<file path="src/rtl/bus_transfer_scheduler.sv">
// Bus transfer scheduler: round-robin arbiter and strobe sequencer for
// register-to-register moves on a shared tri-state data bus. Each move is
// DRIVE (source on bus, settle) -> LATCH (destination loads) -> ACK.
// Requests whose source or destination index does not exist go straight
// to ACK with err set and never touch the bus.
module bus_transfer_scheduler #(
   parameter int NREQ = 4,
   parameter int NREG = 8,
   parameter int SELW = 3
) (
   input  logic                 clk,
   input  logic                 rst,
   input  logic [NREQ-1:0]      req,
   input  logic [NREQ*SELW-1:0] req_src,
   input  logic [NREQ*SELW-1:0] req_dst,
   output logic [NREQ-1:0]      ack,
   output logic                 err,
   output logic [NREG-1:0]      reg_out_en,
   output logic [NREG-1:0]      reg_in_en,
   output logic                 busy
);

   localparam int PTRW = (NREQ > 1) ? $clog2(NREQ) : 1;

   typedef enum logic [1:0] {IDLE, DRIVE, LATCH, ACK} state_t;

   // captured transfer: who was granted and which registers it moves between
   typedef struct packed {
      logic [PTRW-1:0] gnt;
      logic [SELW-1:0] src;
      logic [SELW-1:0] dst;
   } xfer_t;

   logic [NREQ-1:0][SELW-1:0] src_a;
   logic [NREQ-1:0][SELW-1:0] dst_a;

   state_t          state;
   logic [PTRW-1:0] ptr;
   xfer_t           cur;

   logic            found;
   xfer_t           win;
   logic            win_bad;

   assign src_a = req_src;
   assign dst_a = req_dst;

   // k-th requester in the search order that starts at the pointer
   function automatic logic [PTRW-1:0] rr_idx(input logic [PTRW-1:0] p, input int k);
      int s;
      s = int'(p) + k;
      if (s >= NREQ) s = s - NREQ;
      return PTRW'(s);
   endfunction

   // one-hot register strobe; an index with no register decodes to zero
   function automatic logic [NREG-1:0] dec_reg(input logic [SELW-1:0] i);
      logic [NREG-1:0] d;
      for (int k = 0; k < NREG; k++) d[k] = (int'(i) == k);
      return d;
   endfunction

   // one-hot requester acknowledge
   function automatic logic [NREQ-1:0] dec_req(input logic [PTRW-1:0] g);
      logic [NREQ-1:0] d;
      for (int k = 0; k < NREQ; k++) d[k] = (int'(g) == k);
      return d;
   endfunction

   // round-robin pick: first requesting slot at or above the pointer, wrapping
   always_comb begin
      found = 1'b0;
      win   = '0;
      for (int k = 0; k < NREQ; k++) begin
         if (!found && req[rr_idx(ptr, k)]) begin
            found   = 1'b1;
            win.gnt = rr_idx(ptr, k);
         end
      end
      win.src = src_a[win.gnt];
      win.dst = dst_a[win.gnt];
      win_bad = found && ((int'(win.src) >= NREG) || (int'(win.dst) >= NREG));
   end

   // sequencer; outputs are registered alongside the state they belong to
   always_ff @(posedge clk or negedge rst) begin
      if (!rst) begin
         state      <= IDLE;
         ptr        <= '0;
         cur        <= '0;
         ack        <= '0;
         err        <= 1'b0;
         reg_out_en <= '0;
         reg_in_en  <= '0;
         busy       <= 1'b0;
      end else begin
         case (state)
            IDLE: begin
               ack        <= '0;
               err        <= 1'b0;
               reg_out_en <= '0;
               reg_in_en  <= '0;
               if (found) begin
                  cur  <= win;
                  busy <= 1'b1;
                  if (win_bad) begin
                     // nothing valid to move: complete immediately with err
                     state <= ACK;
                     ack   <= dec_req(win.gnt);
                     err   <= 1'b1;
                  end else begin
                     state      <= DRIVE;
                     reg_out_en <= dec_reg(win.src);
                  end
               end
            end
            DRIVE: begin
               // source keeps driving; destination loads only after the settle cycle
               state      <= LATCH;
               reg_out_en <= dec_reg(cur.src);
               reg_in_en  <= dec_reg(cur.dst);
            end
            LATCH: begin
               state      <= ACK;
               reg_out_en <= '0;
               reg_in_en  <= '0;
               ack        <= dec_req(cur.gnt);
               err        <= 1'b0;
            end
            ACK: begin
               state <= IDLE;
               ack   <= '0;
               err   <= 1'b0;
               busy  <= 1'b0;
               ptr   <= (cur.gnt == PTRW'(NREQ - 1)) ? '0 : cur.gnt + 1'b1;
            end
            default: begin
               state      <= IDLE;
               ack        <= '0;
               err        <= 1'b0;
               reg_out_en <= '0;
               reg_in_en  <= '0;
               busy       <= 1'b0;
            end
         endcase
      end
   end

   // bus-safety invariants
   a_out_onehot : assert property (@(posedge clk) disable iff (!rst) $countones(reg_out_en) <= 1);
   a_in_onehot  : assert property (@(posedge clk) disable iff (!rst) $countones(reg_in_en) <= 1);
   a_in_w_out   : assert property (@(posedge clk) disable iff (!rst) (reg_in_en != '0) |-> (reg_out_en != '0));
   a_ack_onehot : assert property (@(posedge clk) disable iff (!rst) $countones(ack) <= 1);

endmodule

</file>
<file path="config.mk">
export PLATFORM = sky130hd
export DESIGN_NAME = bus_transfer_scheduler
export DESIGN_NICKNAME = d
export VERILOG_FILES = /design/src/rtl/bus_transfer_scheduler.sv
export SDC_FILE = /design/constraint.sdc
export NUM_CORES = 1
export LEC_CHECK = 0
export CORE_ASPECT_RATIO = 0.5
export CORE_MARGIN = 3
export CORE_UTILIZATION = 24
export DETAILED_ROUTE_END_ITERATION = 10
export GPL_TIMING_DRIVEN = 1
export SETUP_SLACK_MARGIN = 0.4
export SLEW_MARGIN = 20
export SYNTH_ARGS = -nofsm -noshare
export SYNTH_HDL_FRONTEND = slang
export SYNTH_SLANG_ARGS = --single-unit
</file>
<file path="constraint.sdc">
create_clock -name clk -period 2.5 [get_ports clk]
set_input_delay 0.5 -clock clk [delete_from_list [all_inputs] [get_ports clk]]
set_output_delay 0.5 -clock clk [all_outputs]
set_load 0.005 [all_outputs]
</file>
==> results of run 1 <==
-- worst max-delay path, stage by stage --
cell	delay (ns)
sky130_fd_sc_hd__dlygate4sd2_1	0.27
sky130_fd_sc_hd__mux2i_1	0.16
sky130_fd_sc_hd__o22ai_1	0.13
sky130_fd_sc_hd__or2_4	0.30
sky130_fd_sc_hd__buf_12	0.13
sky130_fd_sc_hd__mux2i_1	0.12
sky130_fd_sc_hd__mux2i_1	0.44
sky130_fd_sc_hd__o31ai_1	0.16
-- power by group --
group / leakage (nW) / switching (mW) / total (mW) / internal, mW
clock network: 0.0800 / 0.236 / 0.707 / 0.471
registers: 0.429 / 0.215 / 0.987 / 0.771
logic: 0.692 / 0.736 / 1.57 / 0.834
total: 1.20 / 1.19 / 3.26 / 2.08
-- routing by layer --
layer	wire (um)	up-vias	GRT usage
met1	2290	752	0.146
met4	52	0	0.0427
met5	0	-	0
met2	2050	38	0.177
li1	-	771	-
met3	280	5	0.0284
-- final timing paths --
check	from	end	slack, ns	depth (start not counted)
max	req[0]	reg_out_en[1]$_DFFE_PN0P_	0.43	8
min	ack[3]$_DFFE_PN0P_	ack[3]$_DFFE_PN0P_	0.48	2
max reg2reg	ptr[1]$_DFFE_PN0P_	reg_out_en[1]$_DFFE_PN0P_	0.45	7
min reg2reg	ack[3]$_DFFE_PN0P_	ack[3]$_DFFE_PN0P_	0.48	2
max in group asynchronous	rst	ptr[1]$_DFFE_PN0P_	1.55	2
min in group asynchronous	rst	cur[6]$_DFFE_PN0P_	0.62	2
-- repair_timing --
| action | in CTS | in global routing |
|---|---|---|
| resized for setup | 10 | 10 |
| pin swaps | 1 | 0 |
| endpoints found under the setup margin | 13 | 9 |
| setup buffers | 0 | 2 |
-- metrics by stage --
step,std cells,hold WS (ns),area [um^2],setup TNS [ns]
final,334,0.480,2750,0
after global routing,334,0.506,2750,0
after CTS,332,0.487,2680,0
after detailed placement,324,0.473,2500,-1.05
after global placement,324,0.470,2500,-0.421
after floorplan,174,0.204,1830,0
-- cells by family (layout without fill, tap and decap cells) --
| logic type | count (synthesis) | count (layout) |
|---|---|---|
| compound gates | 51 | 51 |
| simple gates | 44 | 44 |
| flops | 33 | 33 |
| mux | 20 | 20 |
| buf+inv | 15 | 83 |
| fa+ha+maj | 10 | 10 |
| other cells | 1 | 1 |
-- synth_stat cells (all sizes together) --
library cell	number
a211oi	1
a21oi	4
a22o	6
a22oi	8
a32o	2
and3	1
buf	4
clkbuf	1
clkdlybuf4s50	1
conb	1
dfrtp	33
dlygate4sd1	1
ha	10
inv	8
mux2	7
mux2i	13
nand2	24
nor2	5
nor2b	2
nor3	2
nor3b	3
nor4	2
nor4b	1
o211a	1
o211ai	1
o21ai	15
o22a	1
o22ai	1
o2bb2a	1
o31ai	10
or2	1
or2b	1
or3b	1
or4	1
-- cell type report --
| type | instances | area (um^2) |
|---|---|---|
| clock inverters | 3 | 46.3 |
| multi-input cells | 126 | 970 |
| repair buffers | 67 | 636 |
| flip-flops and latches | 33 | 827 |
| fillers | 708 | 4270 |
| well taps | 92 | 115 |
| inverters | 8 | 30.0 |
| clock buffers | 5 | 125 |
-- flip-flops by register name, indices dropped and copies added (netlist names) --
signal / flops
ack: 4
busy: 1
cur: 8
ptr: 2
reg_in_en: 8
reg_out_en: 8
state: 2
==> flow_results.org, run 1 <==
** Run status
- The flow ran to the end, and the final reports show no timing, DRC or antenna violations.

** Timing
- The final-report hold violation count is 0.
- The worst path in the final design needs a cycle of 2.07 ns, including I/O delays and setup.
- Setup repair after global routing missed its margin :: true
- Normalized max-slew margin :: 0.644
- Clock skew :: 0.00665 ns
- The max-slew violation total from the final report is 0.
- Final setup slack of the worst path :: 0.433 ns
- For this run, the top clock speed supported by timing is 484 MHz.
- Share of the clock period used by the worst path :: 0.827
- # setup viols final :: 0
- Slew at the pin closest to its max-slew limit :: 0.519 ns

** Logic synthesis
- Portion of the post-synthesis area used by sequential elements :: 0.451
- Of the total synthesized cell area, the portion taken by full adders, half adders and majority gates is 0.0684.
- Synthesis inferred 33 register bits.
- Combinational family with the most area after synthesis :: compound AO/OA/AOI/OAI gates
- Counting every net in the synthesized netlist gives 214.
- The synthesized netlist occupies a cell area of 1830 um^2.
- Gate Count Post-Synth :: 174
- Of the total synthesized cell area, the portion taken by XOR and XNOR cells is 0.
- By area the synthesized netlist is led by sky130_fd_sc_hd__dfrtp_1 45%, sky130_fd_sc_hd__mux2i_1 7.1%, sky130_fd_sc_hd__ha_1 6.8%, sky130_fd_sc_hd__nand2_1 4.9%, sky130_fd_sc_hd__mux2_2 4.3%.
- In this run, distinct cell masters in the synthesized netlist total 35.
- Of all cell types, the one taking the most synthesized area is sky130_fd_sc_hd__dfrtp_1.
- The share of synthesized area in the top cell type comes to 0.451.
- For this run, the number of Yosys warnings is 0.
- Portion of netlist area occupied by mux cells :: 0.114
- Mapped Avg Cell Area :: 10.5 um^2
- The compound-gate portion of the synthesized area was 0.196.
- Post-synthesis share of cell area spent on and, or, nand and nor gates :: 0.118

** Floorplan
- Placement Rows :: 21
- The floorplan step defined a core boundary enclosing 7020 um^2.
- DIE HEIGHT :: 67.7 um
- The floorplan step defined a die boundary enclosing 8770 um^2.
- In this run the count of I/O pins placed on the die edge is 52.
- In this run the horizontal extent of the chip is 129 um.
- Initial Util :: 0.261

** Min path
- The worst hold path belongs to the class register to register.

** Final layout
- Diodes inserted :: 0
- Commonest non-fill, non-tap cells in the layout :: 46 x sky130_fd_sc_hd__clkdlybuf4s50_1, 32 x sky130_fd_sc_hd__dfrtp_1, 24 x sky130_fd_sc_hd__nand2_1
- In the final layout, the share of cells above drive strength 1 is 0.207.
- Post-synthesis to final-layout area growth :: 50.3%
- Final design utilization :: 0.392
- Fin nets :: 281
- Most common library cell in the layout ignoring fill and taps :: sky130_fd_sc_hd__clkdlybuf4s50_1

** CTS
- Buffer levels on the longest clock path :: 2
- Clock-pin slew was measured on the worst setup and hold paths at 0.06 ns.
- The tree built by TritonCTS fans out to 33 sinks.
- Root buffer selected by CTS :: sky130_fd_sc_hd__clkbuf_16
- Later-pin clock latency in the skew report :: 0.28 ns
- Number of CTS-inserted buffers :: 5
- Hold repair after CTS inserted 0 buffers.
- H-tree depth :: 2
- TritonCTS built the clock tree.

** GRT
- Number of global-route vias before repair :: 1,498
- Across every metal layer, demand over resource in global routing totals 0.111.
- Maximum number of pins on one net before global-route repair :: 34
- Antenna violations before repair :: 0
- Summed over all layers, the global routing overflow is 0.
- Wire length of the first global-routing pass :: 7.51 mm

** Detailed routing
- # DRC :: 0
- After the first detailed-routing iteration, the DRC count stood at 74.
- The routed design has 4.66 mm of wire.
- Iteration count of the initial detailed-routing pass :: 4
- Average vias per placed instance :: 4.69
- Post-detailed-route count of antenna-violating nets :: 0
- Routed length per instance :: 14.0 um
- Total via count in the routed design :: 1,566

** Pwr
- Maximum ir drop on the vdd rail :: 332 uV
- Post-layout total power :: 3.26 mW
- Leakage power of the design :: 1.20 nW
- In this run the power density over the cells is 1190 nW/um^2.

** Critical path
- STA puts the critical path data arrival time at 2.21 ns.
- Setup Crit Path Kind :: input pin to register
- STA classifies the critical path endpoint as a register.
- At the worst endpoint, the required time is 2.64 ns.
- Startpoint types :: input pin
- Worst-path fanout max :: 4

** Placed design
- Before CTS, the worst setup slack after placement is -0.127 ns.
- The wire-length estimate of the detail-placed layout is 3.65 mm.
- PortBufs :: 50
- Final estimated routing congestion in global placement :: 0.741

** Job
- Max-cap violations in this run came to 0.
Note: power is estimated with default switching activity, not from simulation.
==> run 2: changes to the inputs <==
==> constraint.sdc (replaced) <==
create_clock -name clk -period 1.9 [get_ports clk]
set_input_delay 0.38 -clock clk [delete_from_list [all_inputs] [get_ports clk]]
set_output_delay 0.38 -clock clk [all_outputs]
set_load 0.005 [all_outputs]
==> run 2 against run 1 <==
- the run now ends with negative setup slack left
- worst hold slack about the same
- clock skew down 0.0045 ns
- cell area up 7.3%
==> flow_results.org, run 2 (synthesis results as in run 1) <==
** Critical path
- Worst reg2reg path endpoint :: reg_out_en[4]$_DFFE_PN0P_
- Number of cell instances on the worst register-to-register path :: 6
- The worst setup path is captured at a register.
- Counting both buffers and inverters, the worst setup path holds a total of 0.
- In this run the register-to-register setup slack is -0.12 ns.
- Worst-path fanout max :: 6
- The startpoint identified for the worst register-to-register timing path is ptr[1]$_DFFE_PN0P_.
- The signal on the critical path passes through mux2i_1 -> o22ai_2 -> or2_4 -> o211a_1 -> or3b_4 -> o31ai_2.
- Cell family with most CP delay :: simple AND/OR/NAND/NOR gates
- Levels on crit path :: 6
- Setup Crit Path Kind :: register to register
- Arr. time, crit path :: 2.20 ns
- Startpoint types :: register
- Required time of the critical path :: 2.08 ns
- The slowest stage of the critical path is the sky130_fd_sc_hd__or3b_4 cell.
- For this run, the slowest stage of the critical path takes 0.46 ns.

** Run status
- The flow ran to the end, but the final reports show violations.
- Failing checks :: negative setup slack

** Final layout
- Area taken by flip-flops and latches :: 828 um^2
- Share of post-route cells with drive strength above 1 :: 0.306
- The largest registers in the layout are cur: 8 flops, reg_in_en: 8 flops, reg_out_en: 8 flops.
- Area of combinational cells with multiple inputs :: 1100 um^2
- Relative to the synthesized area, the layout overhead comes to 61.2%.
- The repair_antennas step left the layout with diodes totalling 0.
- Final design utilization :: 0.420
- The library cell used most frequently in the layout, excluding fill and tap cells, is sky130_fd_sc_hd__dfrtp_1.
- Number of fillers in the final layout :: 663
- At the end of the flow, the number of nets in the layout was 291.
- In the layout the commonest cells are 31 x sky130_fd_sc_hd__dfrtp_1, 25 x sky130_fd_sc_hd__clkdlybuf4s50_1, 23 x sky130_fd_sc_hd__nand2_1.

** CTS
- TritonCTS built the clock tree.
- TritonCTS created 5 clock buffers.
- Buffer levels on the longest clock path :: 2
- The tree is rooted in a sky130_fd_sc_hd__clkbuf_16.
- Later-pin clock latency in the skew report :: 0.27 ns
- Number of sinks on the clock net :: 33
- Clock-pin transition on the worst setup and hold timing paths :: 0.05 ns
- CTS built an H-tree with a depth of 2.

** GRT
- Antenna violations before repair :: 0
- Entering global routing, the biggest net connects 34 pins.
- For this run, the total global-route usage over all layers was measured as 0.107.
- The via count of the first global-routing pass is 1,492.
- Gr ovfl total :: 0
- The first global-routing pass estimated 7.31 mm of wire.

** Pwr
- The design draws 4.51 mW.
- In this run the power density over the cells is 1530 nW/um^2.
- Maximum ir drop on the vdd rail :: 467 uV
- The analysis attributes to cell leakage a power of 1.39 nW.

** Timing
- # setup viols final :: 8
- Setup repair after global routing missed its margin :: true
- Clock skew on the completed layout was measured at 0.00214 ns.
- For this run, the top clock speed supported by timing is 495 MHz.
- Subtracting the final worst setup slack from the clock period gives 2.02 ns.
- Final Hold Vio Count :: 0
- Of the available clock period, the critical path in the final layout requires 1.06.
- Total count of max-transition violations in the final report :: 0
- Total negative setup slack :: -0.577 ns
- Final setup slack of the worst path :: -0.119 ns

** Job
- Across the run, the number of max-cap violations was 0.

** Detailed routing
- Total via count in the routed design :: 1,591
- Post-detailed-route count of antenna-violating nets :: 0
- For this run, design rule violations remaining after detail routing come to 0.
- Average vias per placed instance :: 4.63
- Before antenna repair, the detailed router went through 4 iterations.
- Dividing the detail-routed wire length by the instance count gives 13.9 um.
- For this block, the routed nets add up to 4.78 mm of wire.
- The detailed router finished its first iteration with 92 violations.

** Min path
- Endpoint with the worst hold slack :: ack[3]$_DFFE_PN0P_
- Worst hold path class :: register to register
- The worst hold path passes through 2 cells.
- Origin of the worst min-delay path :: ack[3]$_DFFE_PN0P_

** Floorplan
- Horizontal die dimension :: 129 um
- Placeable Area :: 7020 um^2
- Initial Util :: 0.261
- DIE HEIGHT :: 67.7 um
- Placement Rows :: 21
- Num ports :: 52
- Die footprint :: 8770 um^2

** Placed design
- Pre-CTS WS :: -0.599 ns
- Routability-driven placement finished with a final weighted congestion of 0.744.
- PortBufs :: 50
- Detailed Place HPWL :: 3.70 mm
[run 2: metrics by stage]
step | std cells | area [um^2] | hold WS [ns]
2_1_floorplan | 174 | 1860 | 0.0844
3_3_place_gp | 330 | 2570 | 0.470
3_5_place_dp | 330 | 2570 | 0.473
4_1_cts | 344 | 2850 | 0.481
5_1_grt | 344 | 2950 | 0.500
6_report | 344 | 2950 | 0.480
[run 2: layout make-up]
| cell class | instances | share of cell area |
|---|---|---|
| clock buffer | 6 | 0.0437 |
| clock inverter | 2 | 0.00339 |
| inverter | 8 | 0.0102 |
| multi-input combinational | 126 | 0.375 |
| sequential | 33 | 0.281 |
| tap | 92 | 0.0390 |
| timing repair buffer | 77 | 0.248 |
[run 2: worst max path at each step]
stage | from | slack (ns) | endpoint
6_report | ptr[1]$_DFFE_PN0P_ | -0.12 | reg_out_en[4]$_DFFE_PN0P_
3_5_place_dp | req[2] | -0.60 | reg_out_en[6]$_DFFE_PN0P_
5_1_grt | ptr[1]$_DFFE_PN0P_ | -0.21 | reg_out_en[5]$_DFFE_PN0P_
2_1_floorplan | ptr[1]$_DFFE_PN0P_ | -0.09 | reg_out_en[4]$_DFFE_PN0P_
4_1_cts | ptr[1]$_DFFE_PN0P_ | -0.11 | reg_out_en[4]$_DFFE_PN0P_
3_3_place_gp | req[2] | -0.51 | reg_out_en[7]$_DFFE_PN0P_
[run 2: power breakdown]
part           internal (mW)  switching, mW  leakage [nW]
logic                   1.32           1.17         0.887
clock network          0.480          0.267        0.0706
registers               1.02          0.261         0.428
total                   2.81           1.70          1.39
[run 2: what timing repair did]
| item | CTS | global route |
|---|---|---|
| gates resized for setup | 62 | 25 |
| hold buffers | 0 | 0 |
| hold endpoints to repair | 0 | 0 |
| pin swaps | 11 | 13 |
| gates cloned | 1 | 0 |
| setup buffers | 5 | 0 |
| setup endpoints to repair | 45 | 27 |
[run 2: worst register-to-register path, stage by stage (launching register included)]
cell and delay, ns:
sky130_fd_sc_hd__dfrtp_2 0.42, sky130_fd_sc_hd__mux2i_1 0.23, sky130_fd_sc_hd__o22ai_2 0.11, sky130_fd_sc_hd__or2_4 0.28, sky130_fd_sc_hd__o211a_1 0.24, sky130_fd_sc_hd__or3b_4 0.46
sky130_fd_sc_hd__o31ai_2 0.20
[run 2: routing by layer]
| layer | track usage | up-vias | part of all wire |
|---|---|---|---|
| li1 | - | 792 | - |
| met1 | 0.141 | 736 | 0.48 |
| met2 | 0.172 | 54 | 0.44 |
| met3 | 0.0253 | 9 | 0.058 |
| met4 | 0.0427 | 0 | 0.015 |
| met5 | 0 | - | 0 |
